===== config.mk =====
export PLATFORM = sky130hd
export DESIGN_NAME = inv_mix_col_iter_flat
export DESIGN_NICKNAME = d
export VERILOG_FILES = /design/src/rtl/inv_mix_col_iter_if.sv /design/src/rtl/inv_mix_col_iter.sv /design/src/flat_wrapper.sv
export SDC_FILE = /design/constraint.sdc
export NUM_CORES = 1
export LEC_CHECK = 0
export CORE_ASPECT_RATIO = 0.5
export CORE_UTILIZATION = 47
export DETAILED_ROUTE_END_ITERATION = 16
export PLACE_DENSITY = 0.84
export REMOVE_ABC_BUFFERS = 1
export SLEW_MARGIN = 25
export SYNTH_ARGS = -nofsm -noshare
export SYNTH_HDL_FRONTEND = slang
export SYNTH_SLANG_ARGS = --single-unit

===== constraint.sdc =====
create_clock -name clk -period 2.75 [get_ports clk]
set_input_delay 0.825 -clock clk [delete_from_list [all_inputs] [get_ports clk]]
set_output_delay 0.825 -clock clk [all_outputs]
set_load 0.01 [all_outputs]

===== src/rtl/inv_mix_col_iter_if.sv =====
// Stream interface for the iterative InvMixColumns engine: input handshake,
// output handshake and busy status.
interface inv_mix_col_iter_if;
   logic [127:0] i_data;
   logic         in_valid;
   logic         in_ready;
   logic [127:0] o_data;
   logic         out_valid;
   logic         out_ready;
   logic         busy;

   modport slave (
      input  i_data, in_valid, out_ready,
      output in_ready, o_data, out_valid, busy
   );

   modport master (
      output i_data, in_valid, out_ready,
      input  in_ready, o_data, out_valid, busy
   );
endinterface


===== src/rtl/inv_mix_col_iter.sv =====
// Iterative AES InvMixColumns: COLS_PER_CYCLE columns per BUSY cycle,
// rotating through a 128-bit state register, result held behind valid/ready.
module inv_mix_col_iter #(
   parameter int unsigned COLS_PER_CYCLE = 1
) (
   input  logic             clk,
   input  logic             rst_n,
   inv_mix_col_iter_if.slave bus
);

   localparam int unsigned CW    = 32 * COLS_PER_CYCLE;
   localparam int unsigned CNT_W = 3;

   localparam logic [1:0] IDLE = 2'd0;
   localparam logic [1:0] BUSY = 2'd1;
   localparam logic [1:0] DONE = 2'd2;

   generate
      if (!(COLS_PER_CYCLE == 1 || COLS_PER_CYCLE == 2 || COLS_PER_CYCLE == 4)) begin : g_bad_cols
         $error("inv_mix_col_iter: COLS_PER_CYCLE must be 1, 2 or 4");
      end
   endgenerate

   function automatic logic [7:0] xtime(input logic [7:0] a);
      return {a[6:0], 1'b0} ^ (a[7] ? 8'h1b : 8'h00);
   endfunction

   // One column times the inverse matrix {0e,0b,0d,09}, built from xtime chains.
   function automatic logic [31:0] inv_col(input logic [31:0] c);
      logic [7:0] a  [4];
      logic [7:0] m9 [4];
      logic [7:0] mb [4];
      logic [7:0] md [4];
      logic [7:0] me [4];
      logic [7:0] x2, x4, x8;
      for (int i = 0; i < 4; i++) begin
         a[i]  = c[31-8*i -: 8];
         x2    = xtime(a[i]);
         x4    = xtime(x2);
         x8    = xtime(x4);
         m9[i] = x8 ^ a[i];
         mb[i] = x8 ^ x2 ^ a[i];
         md[i] = x8 ^ x4 ^ a[i];
         me[i] = x8 ^ x4 ^ x2;
      end
      return {me[0] ^ mb[1] ^ md[2] ^ m9[3],
              m9[0] ^ me[1] ^ mb[2] ^ md[3],
              md[0] ^ m9[1] ^ me[2] ^ mb[3],
              mb[0] ^ md[1] ^ m9[2] ^ me[3]};
   endfunction

   logic [1:0]       fsm_q, fsm_n;
   logic [CNT_W-1:0] cnt_q, cnt_n;
   logic [127:0]     sreg_q, sreg_n;
   logic             in_ready_q, in_ready_n;
   logic             out_valid_q, out_valid_n;
   logic             busy_q, busy_n;

   logic [CW-1:0]    mixed;
   logic [127:0]     rotated;

   // Transform the leading columns; results re-enter at the LSB end.
   generate
      for (genvar k = 0; k < int'(COLS_PER_CYCLE); k++) begin : g_col
         assign mixed[CW-1-32*k -: 32] = inv_col(sreg_q[127-32*k -: 32]);
      end
      if (CW == 128) begin : g_rot_full
         assign rotated = mixed;
      end else begin : g_rot_part
         assign rotated = {sreg_q[127-CW:0], mixed};
      end
   endgenerate

   always_ff @(posedge clk or negedge rst_n) begin
      if (!rst_n) begin
         fsm_q       <= IDLE;
         cnt_q       <= '0;
         sreg_q      <= '0;
         in_ready_q  <= 1'b1;
         out_valid_q <= 1'b0;
         busy_q      <= 1'b0;
      end else begin
         fsm_q       <= fsm_n;
         cnt_q       <= cnt_n;
         sreg_q      <= sreg_n;
         in_ready_q  <= in_ready_n;
         out_valid_q <= out_valid_n;
         busy_q      <= busy_n;
      end
   end

   always_comb begin
      fsm_n  = fsm_q;
      cnt_n  = cnt_q;
      sreg_n = sreg_q;
      case (fsm_q)
         IDLE: begin
            if (bus.in_valid && in_ready_q) begin
               sreg_n = bus.i_data;
               cnt_n  = '0;
               fsm_n  = BUSY;
            end
         end
         BUSY: begin
            sreg_n = rotated;
            cnt_n  = cnt_q + CNT_W'(COLS_PER_CYCLE);
            if (cnt_n == CNT_W'(4)) fsm_n = DONE;
         end
         DONE: begin
            if (bus.out_ready) fsm_n = IDLE;
         end
         default: fsm_n = IDLE;
      endcase
      // Status flags are registered copies of the next-state decode.
      in_ready_n  = (fsm_n == IDLE);
      out_valid_n = (fsm_n == DONE);
      busy_n      = (fsm_n == BUSY) || (fsm_n == DONE);
   end

   assign bus.in_ready  = in_ready_q;
   assign bus.out_valid = out_valid_q;
   assign bus.busy      = busy_q;
   assign bus.o_data    = sreg_q;

endmodule


===== src/flat_wrapper.sv =====
// flat-port wrapper written by rule: the top's interface ports become plain ports
module inv_mix_col_iter_flat 
#(
   parameter int unsigned COLS_PER_CYCLE = 1
)
  (clk, rst_n, bus_i_data, bus_in_valid, bus_out_ready, bus_in_ready, bus_o_data, bus_out_valid, bus_busy);
  inv_mix_col_iter_if bus_i ();
  input  logic clk;
  input  logic rst_n;
  input wire logic [$bits(bus_i.i_data)-1:0] bus_i_data;
  input wire logic [$bits(bus_i.in_valid)-1:0] bus_in_valid;
  input wire logic [$bits(bus_i.out_ready)-1:0] bus_out_ready;
  output wire logic [$bits(bus_i.in_ready)-1:0] bus_in_ready;
  output wire logic [$bits(bus_i.o_data)-1:0] bus_o_data;
  output wire logic [$bits(bus_i.out_valid)-1:0] bus_out_valid;
  output wire logic [$bits(bus_i.busy)-1:0] bus_busy;
  assign bus_i.i_data = bus_i_data;
  assign bus_i.in_valid = bus_in_valid;
  assign bus_i.out_ready = bus_out_ready;
  assign bus_in_ready = bus_i.in_ready;
  assign bus_o_data = bus_i.o_data;
  assign bus_out_valid = bus_i.out_valid;
  assign bus_busy = bus_i.busy;
  inv_mix_col_iter #(.COLS_PER_CYCLE(COLS_PER_CYCLE)) u_core (.clk(clk), .rst_n(rst_n), .bus(bus_i));
endmodule

## Word-level counts from Yosys, hierarchy flattened

Cells that the tools add are included.

- Add/subtract/negate cells: 1
- Reduce and logical (&&, ||, !) cells: 6
- Muxes and demuxes: 20
- Equal/unequal tests: 6
- Bitwise gates (word level): 48

Operators by type and width:

| cell | number |
|---|---|
| XOR 8 bit | 48 |
| one-hot mux 128 bit (2 select lines) | 1 |
| two-way mux 128 bit | 1 |
| two-way mux 5 bit | 12 |
| two-way mux 2 bit | 3 |
| one-hot mux 2 bit (3 select lines) | 1 |
| one-hot mux 3 bit (2 select lines) | 1 |
| equality test 2 x 1 -> 1 bit, second input constant | 2 |
| equality test 2 bit, second input constant | 2 |
| zero test 2 bit | 2 |
| adder 3 x 1 -> 3 bit, second input constant | 1 |
| equality test 3 bit, second input constant | 1 |
| two-way mux 3 bit | 1 |
| inequality test 2 x 1 -> 1 bit, second input constant | 1 |
| AND reduction 2 bit | 1 |
| nonzero test 2 bit | 1 |
| logical AND 1 bit | 1 |
| logical OR 1 bit | 1 |

- Bits in registers: 136
- Logic and storage cells: 87
- Output and inout bits: 131
- Input bits: 132

## Longest topological paths before layout

Gate-level depths: netlist of the first run.

- Depth in word-level cells: 12
- Mapped depth: 7

## Worst setup path before layout of the first run

Ideal clock, no wire load.

- Kind: input to register
- From: input port bus_in_valid
- To: register u_core.busy_q, in the netlist u_core.bus.busy
- Setup slack: 591 ps
- Data required time: 2624 ps
- Arrival: 2033 ps
- Cell stages on the path: 5
- Cells stage by stage: nand2_1 > nor3_1 > clkbuf_1 > a21oi_1 > ha_1

- Word-level cells in the longest chain between the ends: 5
- Elaborated cells on any way between the ends: 6
- Those cells by class: eq/ne: 2; mux: 2; reduce/logical: 2

Ends and longest elaborated chain:

| what | RTL line | RTL |
|---|---|---|
| start: declaration | flat_wrapper.sv:11 | `input wire logic [$bits(bus_i.in_valid)-1:0] bus_in_valid;` |
| logical AND 1 bit (*) | inv_mix_col_iter.sv:98 | `if (bus.in_valid && in_ready_q) begin` |
| two-way mux 2 bit (*) | inv_mix_col_iter.sv:98 |  |
| one-hot mux 2 bit (3 select lines) (*) | inv_mix_col_iter.sv:96 | `case (fsm_q)` |
| equality test 2 x 1 -> 1 bit or equality test 2 bit (tied branches) | inv_mix_col_iter.sv:117 | `busy_n = (fsm_n == BUSY) \|\| (fsm_n == DONE);` |
| logical OR 1 bit (*) | inv_mix_col_iter.sv:117 |  |
| via u_core.busy_n | inv_mix_col_iter.sv:57 | `logic busy_q, busy_n;` |
| end signal: assignment | inv_mix_col_iter.sv:88 | `busy_q <= busy_n;` |
| end: declaration | inv_mix_col_iter.sv:57 |  |

Mark *: on every way through the listed nets, which the timed path passes. The rest lies on a longest branch.
A chain may end at the register's enable or synchronous reset.

## Worst setup path in the final report of the first run

- From: register u_core.sreg_q[117], in the netlist u_core.bus.o_data[117]
- To: output port bus_o_data[117]

RTL lines:

| what | RTL line | RTL |
|---|---|---|
| start: declaration | inv_mix_col_iter.sv:54 | `logic [127:0] sreg_q, sreg_n;` |
| start signal: assignment | inv_mix_col_iter.sv:85 | `sreg_q <= sreg_n;` |
| end: declaration | flat_wrapper.sv:14 | `output wire logic [$bits(bus_i.o_data)-1:0] bus_o_data;` |

No word-level cell between the ends.

==> results of run 1 <==
[per-stage QoR]
step	worst slack [ns]	instance area, um2	util (%)	hold WS [ns]	instances
final	0.1213	11270	71.23	0.3454	1264
after global routing	0.05657	11270	71.23	0.3831	1264
after floorplan	-2.395	7506	-	0.4762	729
after CTS	0.1405	11270	71.23	0.3621	1264
after detailed placement	0.2001	10660	67.41	0.5191	1232
after global placement	0.2080	10660	67.41	0.4945	1232
[cell usage after synthesis (2+ instances only)]
library cell               instances
sky130_fd_sc_hd__o21ai_0          13
sky130_fd_sc_hd__o22ai_1          96
sky130_fd_sc_hd__a22oi_1          13
sky130_fd_sc_hd__buf_1            12
sky130_fd_sc_hd__o21a_1            2
sky130_fd_sc_hd__xor3_1            8
sky130_fd_sc_hd__inv_1             3
sky130_fd_sc_hd__buf_2            10
sky130_fd_sc_hd__xor2_1           32
sky130_fd_sc_hd__a21oi_1          16
sky130_fd_sc_hd__clkbuf_1         43
sky130_fd_sc_hd__ha_1              4
sky130_fd_sc_hd__xnor2_4           2
sky130_fd_sc_hd__xnor2_1         104
sky130_fd_sc_hd__xnor3_1          21
sky130_fd_sc_hd__xnor2_2           3
sky130_fd_sc_hd__a31oi_1           3
sky130_fd_sc_hd__and3_1           14
sky130_fd_sc_hd__nor2_1          198
sky130_fd_sc_hd__buf_6             2
sky130_fd_sc_hd__o21ai_1           5
sky130_fd_sc_hd__nand2_1          45
sky130_fd_sc_hd__xnor3_2           5
sky130_fd_sc_hd__dfrtp_1         135
sky130_fd_sc_hd__buf_4             5
[cell usage in the layout (no fill, tap or decap), types with 2 or more instances in the layout]
cell	netlist	layout
sky130_fd_sc_hd__buf_4	5	14
sky130_fd_sc_hd__o21a_1	2	2
sky130_fd_sc_hd__xnor2_1	104	104
sky130_fd_sc_hd__clkinvlp_4	0	4
sky130_fd_sc_hd__xnor2_2	3	3
sky130_fd_sc_hd__a31oi_1	3	3
sky130_fd_sc_hd__nor2_1	198	198
sky130_fd_sc_hd__clkbuf_16	0	17
sky130_fd_sc_hd__o21ai_1	5	5
sky130_fd_sc_hd__o21ai_0	13	13
sky130_fd_sc_hd__a22oi_1	13	13
sky130_fd_sc_hd__clkdlybuf4s50_1	0	261
sky130_fd_sc_hd__and3_1	14	14
sky130_fd_sc_hd__inv_6	0	3
sky130_fd_sc_hd__ha_1	4	4
sky130_fd_sc_hd__o22ai_1	96	96
sky130_fd_sc_hd__xnor3_2	5	5
sky130_fd_sc_hd__a21oi_1	16	15
sky130_fd_sc_hd__xor2_1	32	32
sky130_fd_sc_hd__clkbuf_8	0	3
sky130_fd_sc_hd__inv_1	3	3
sky130_fd_sc_hd__bufinv_16	0	2
sky130_fd_sc_hd__xnor2_4	2	2
sky130_fd_sc_hd__buf_12	0	6
sky130_fd_sc_hd__nand2_1	45	45
sky130_fd_sc_hd__dfrtp_1	135	135
sky130_fd_sc_hd__clkinv_4	0	2
sky130_fd_sc_hd__xor3_1	8	8
sky130_fd_sc_hd__xnor3_1	21	21
[path summary, 6_finish.rpt]
path / startpoint / to / cells after the start
max: u_core.bus.o_data[117] / bus_o_data[117] / 1
min: rst_n / u_core.bus.o_data[34] / 1
max reg2reg: u_core.bus.o_data[117] / u_core.bus.o_data[20] / 5
min reg2reg: u_core.bus.o_data[58] / u_core.bus.o_data[58] / 2
max in group asynchronous: rst_n / u_core.bus.o_data[100] / 2
min in group clk: u_core.bus.o_data[58] / u_core.bus.o_data[58] / 2
[logic make-up (layout without fill, tap and decap cells)]
logic type	count (synthesis)	after routing	synth area share, %
multiplexers	1	1	0.1439
XOR/XNOR	176	176	26.89
AO/OA/AOI/OAI	148	148	11.52
adder cells (fa/ha/maj)	4	4	0.6394
buffers and inverters	76	317	4.252
AND/OR/NAND/NOR	261	261	13.06
flip-flops	136	136	43.49
[layout make-up]
cell class / count / area, um2
Fill cell: 1100 / 4549
Clock inverter: 12 / 138.9
Clock buffer: 20 / 466.7
Multi-Input combinational cell: 590 / 4119
Inverter: 3 / 11.26
Sequential cell: 136 / 3405
Timing Repair Buffer: 282 / 2849
Tap cell: 221 / 276.5
[routing by layer]
metal | global-route usage, % | wire length (um) | vias up
met5 | 0 | 0 | -
met1 | 38.38 | 10160 | 3403
met3 | 5.646 | 1727 | 51
li1 | - | - | 3152
met4 | 11.11 | 574 | 0
met2 | 48.30 | 11820 | 289
[flip-flops by register name, indices dropped and copies added (netlist names)]
signal and flops:
u_core.bus.busy 1, u_core.bus.in_ready 1, u_core.bus.o_data 128, u_core.bus.out_valid 1, u_core.cnt_q 3, u_core.fsm_q 2
==> insert_results.sql, run 1 <==
INSERT INTO impl_metrics (metric_group, metric, value, unit) VALUES
('status', 'run_status', 'finished clean', ''),
('finish', 'area_growth_syn_to_layout', '43.93', '%'),
('worst_setup_path', 'worstSetupPathType', 'reg -> out', ''),
('worst_setup_path', 'timing.critical_path.max_delay_family', 'flip-flops', ''),
('global_route', 'antenna_found_initial', '0', ''),
('finish', 'final_layout_size_suffix_gt1_share', '6.711', '%'),
('routing', 'antenna_violating_nets_post_route', '0', ''),
('worst_setup_path', 'timing.reg2reg.setup_slack', '0.41', 'ns'),
('clock_tree', 'cts_buffers', '17', ''),
('routing', 'wl_per_cell', '19.21', 'um'),
('synth', 'synth.area.top_cells', 'sky130_fd_sc_hd__dfrtp_1, sky130_fd_sc_hd__xnor2_1, sky130_fd_sc_hd__nor2_1', ''),
('clock_tree', 'clock_tree.htree_level_count', '4', ''),
('clock_tree', 'cts_setup_buffers', '0', ''),
('worst_setup_path', 'crit_buf_inv', '1', ''),
('routing', 'detailroute.via_count', '6895', ''),
('job', 'timing.max_cap.violations', '0', ''),
('timing', 'portion_of_the_clock_cycle_consumed_by_the_worst_path_in_the_final_layout', '95.59', '%'),
('synth', 'synth-warning-count', '0', ''),
('worst_setup_path', 'cp-end-kind', 'primary output', ''),
('timing', 'finalSetupViolCount', '0', ''),
('clock_tree', 'cts_sinks', '136', ''),
('worst_setup_path', 'critical_path.max_fanout', '10', ''),
('clock_tree', 'cts_hold_buffers', '0', ''),
('worst_setup_path', 'worst_path_max_delay_cell', 'sky130_fd_sc_hd__dfrtp_1', ''),
('die', 'dieArea', '17210', 'um2'),
('timing', 'fin_worst_skew', '0.01159', 'ns'),
('die', 'top_level_ports', '263', ''),
('synth', 'synthDistinctLibCells', '33', ''),
('clock_tree', 'tritoncts', 'done', ''),
('timing', 'slew_viol_final', '0', ''),
('die', 'floorplan.core_area', '15820', 'um2'),
('timing', 'finalSetupTns', '0', 'ns'),
('synth', 'synth_top_flop_cell', 'sky130_fd_sc_hd__dfrtp_1', ''),
('worst_setup_path', 'worst_setup_path_start_kind', 'register', ''),
('routing', 'drt_wl_total', '24290', 'um'),
('synth', 'yosysSeqAreaShare', '43.49', '%'),
('placed_design', 'port_buffer_count', '262', ''),
('routing', 'drc', '0', ''),
('placed_design', 'detailed_place_hpwl', '16880', 'um'),
('timing', 'tightest_slew', '0.7571', 'ns'),
('clock_tree', 'clkTransAtPathRegs', '0.06', 'ns'),
('worst_setup_path', 'worst_path_largest_cell_delay', '0.71', 'ns'),
('global_route', 'grt_first_pass_wirelength', '38180', 'um'),
('global_route', 'largest_net_degree_at_the_start_of_global_routing', '68', ''),
('synth', 'yosys.area.top_type', 'sky130_fd_sc_hd__dfrtp_1', ''),
('synth', 'synth-seq-cells', '136', ''),
('placed_design', 'gp_routability_congestion', '0.8932', ''),
('clock_tree', 'cts-root-to-sink-buffers', '2', ''),
('global_route', 'track_usage', '29.26', '%'),
('die', 'die_h', '93.26', 'um'),
('routing', 'detailedRoute.firstIterationViolations', '435', ''),
('synth', 'synth-edff-count', '0', ''),
('worst_setup_path', 'cp.required', '1.93', 'ns'),
('worst_setup_path', 'worstPathCellList', 'clkdlybuf4s50_1', ''),
('timing', 'max_slew_margin', '49.52', '%'),
('synth', 'synthArstFlopShare', '100.0', '%'),
('clock_tree', 'cts.root.buffer_cell', 'sky130_fd_sc_hd__clkbuf_16', ''),
('finish', 'antenna_cells_inserted', '0', ''),
('synth', 'syn-cell-area', '7828', 'um2'),
('timing', 'finalCriticalPeriod', '2.629', 'ns'),
('routing', 'drt_pass1_iterations', '5', ''),
('routing', 'post_drt_via_cell_ratio', '5.455', ''),
('clock_tree', 'cts_resized', '0', ''),
('die', 'initial_core_util', '49.49', '%'),
('finish', 'post_layout_nets', '1166', ''),
('die', 'chipWidth', '184.5', 'um'),
('clock_tree', 'worstSkewPairLatency', '0.43', 'ns'),
('synth', 'postSynthAreaPerCell', '9.760', 'um2'),
('global_route', 'grt_pass1_vias', '7082', ''),
('synth', 'netlist.area_leader.share', '43.16', '%'),
('synth', 'synthesized_netlist_cell_count', '802', ''),
('timing', 'fmax', '380.4', 'MHz'),
('timing', 'hold_viol_final', '0', ''),
('global_route', 'grt_overflow', '0', ''),
('die', 'fp-row-count', '32', ''),
('timing', 'unrepaired_setup_endpoints_after_global_routing', 'false', ''),
('worst_setup_path', 'crit_arrival', '1.80', 'ns'),
('worst_hold_path', 'worstHoldPathType', 'in -> async', '');
Power of run 1 is left out: the tool's default activity adds up to more than one toggle a clock period on the data nets, which glitch-free logic cannot reach.
==> inputs of run 2 (changes only) <==
- GPL_ROUTABILITY_DRIVEN: not set -> 1
- HOLD_SLACK_MARGIN: not set -> 0.05
==> results of run 2 <==
Final layout, timing and power as in run 1 (identical DEF).
Power of run 2 is left out for the same reason.
==> patch, RTL diff (config.mk and constraints of run 2) <==
Change the localparam `CNT_W` from 3 to 6.
--- a/src/rtl/inv_mix_col_iter.sv
+++ b/src/rtl/inv_mix_col_iter.sv
@@ -10,5 +10,5 @@
 
    localparam int unsigned CW    = 32 * COLS_PER_CYCLE;
-   localparam int unsigned CNT_W = 3;
+   localparam int unsigned CNT_W = 6;
 
    localparam logic [1:0] IDLE = 2'd0;
Behaviour: no difference found for any inputs over 4 cycles, from zero or initial values and one cycle with rst_n low; that may be too few to reach the edited logic, so the function may still have changed.
==> patch against run 2 <==
  * Area after synthesis up 2.2%
  * First-iteration DRC count rose by 61%
  * Sequential cell count increased by 3
  * Critical path type unchanged
  * Critical endpoint unchanged
  * Count of clock-buffer cells in the layout rose by 1
  * Worst setup slack lost 3.9 ps
  * Routed wire length is 6.0% higher
  * Non-clock buffer count grew 12
  * Clock skew is 1.3 ps lower
  * Worst hold slack better by 31 ps
  * Final area grew 2.0%
Power is not shown: default switching activity piles up to over one toggle a cycle in this logic, so the estimate is an artifact.
==> patch: results (changes against run 2) <==
stage,metric,value,unit,change
setup_path,worst r2r dst,u_core.bus.o_data[5],,
layout,buffering overhead,0.2557,,+0.002773
grt,Tot GR Track Use,0.2997,,+0.007126
routing,met2 WL,11860,um,+0.33%
placement,dpl hpwl,18500,um,+9.6%
setup_path,FF-to-FF setup slack,260,ps,-150 ps
grt,routing usage on met2,0.4618,,-0.02127
grt,M3 GR Usage,0.08701,,+0.03054
sta,Tightest Pin Transition,661.6,ps,-95.55 ps
layout,nonclk buf count,294,,+4.3%
status,outcome,"complete, no violations",,
layout,final non-filler cell total,1315,,+4.0%
logic_synthesis,Post-synth top cells,"nor2_1 (219), dfrtp_1 (138), xnor2_1 (112)",,
routing,DR iter-0 viols,700,,+61%
logic_synthesis,Yosys cell types,42,,+27%
layout,inverter count,2,,-1
logic_synthesis,register area share after synthesis,0.4351,,about the same
routing,Met3 Wirelength,2346,um,+36%
placement,Placed Cells,1285,,+4.3%
routing,wl on met1,11120,um,+9.5%
layout,sequential cell area,3481,um^2,+2.2%
setup_path,worst reg-to-reg path cell count,6,,+1
grt,met1 usage,0.4080,,+0.02420
routing,WL final,25750,um,+6.0%
layout,layout cells sized above 1,0.07537,,+0.008254
routing,Vias per Instance,5.470,,+0.28%
sta,skew final,10.28,ps,-1.312 ps
layout,net count reported at finish,1212,,+3.9%
grt,vias in the first global route,7090,,+0.11%
logic_synthesis,Synth area leaders,"dfrtp_1 (43%), xnor2_1 (12%), nor2_1 (10%), o22ai_1 (7.5%), xnor3_1 (5.4%)",,
logic_synthesis,Avg Synthesized Cell Area,9.600,um^2,-1.6%
layout,clock network area share,0.04854,,-0.005212
layout,fill cell count,1263,,+15%
grt,largest net degree at the start of global routing,109,,+60%
layout,multi-input logic area,4227,um^2,+2.6%
setup_path,Critical R2R Launch,u_core.bus.o_data[118],,
layout,Seq cells,139,,+2.2%
-- patch: changes by cell type after synthesis, moves of 4 or more --
| cell | before | now |
|---|---|---|
| o21ai_0 | 13 | 19 |
| xor2_1 | 32 | 42 |
| xor3_1 | 8 | 2 |
| a31oi_1 | 3 | 13 |
| buf_1 | 12 | 8 |
| and3_1 | 14 | 5 |
| nand2_1 | 45 | 37 |
| xnor2_1 | 104 | 112 |
| a22oi_1 | 13 | 9 |
| nor2_1 | 198 | 219 |
| o21ai_1 | 5 | 0 |
-- patch: per-stage QoR --
step           area, um^2  setup slack [ps]  hold WS, ps
4_1_cts             11490             27.06        390.9
3_3_place_gp        10940             314.0        470.9
5_1_grt             11500             111.0        410.1
2_1_floorplan        7689             -2222        452.3
6_report            11500             117.4        376.2
3_5_place_dp        10940             261.6        484.3
-- patch: cells by family after synthesis --
group,share of synthesized area
AOI/OAI and AO/OA,0.1205
xor gates and xnor gates,0.2677
adders and majority gates,0.004695
buffers and inverters,0.03943
DFF,0.4351
and+or+nand+nor,0.1325
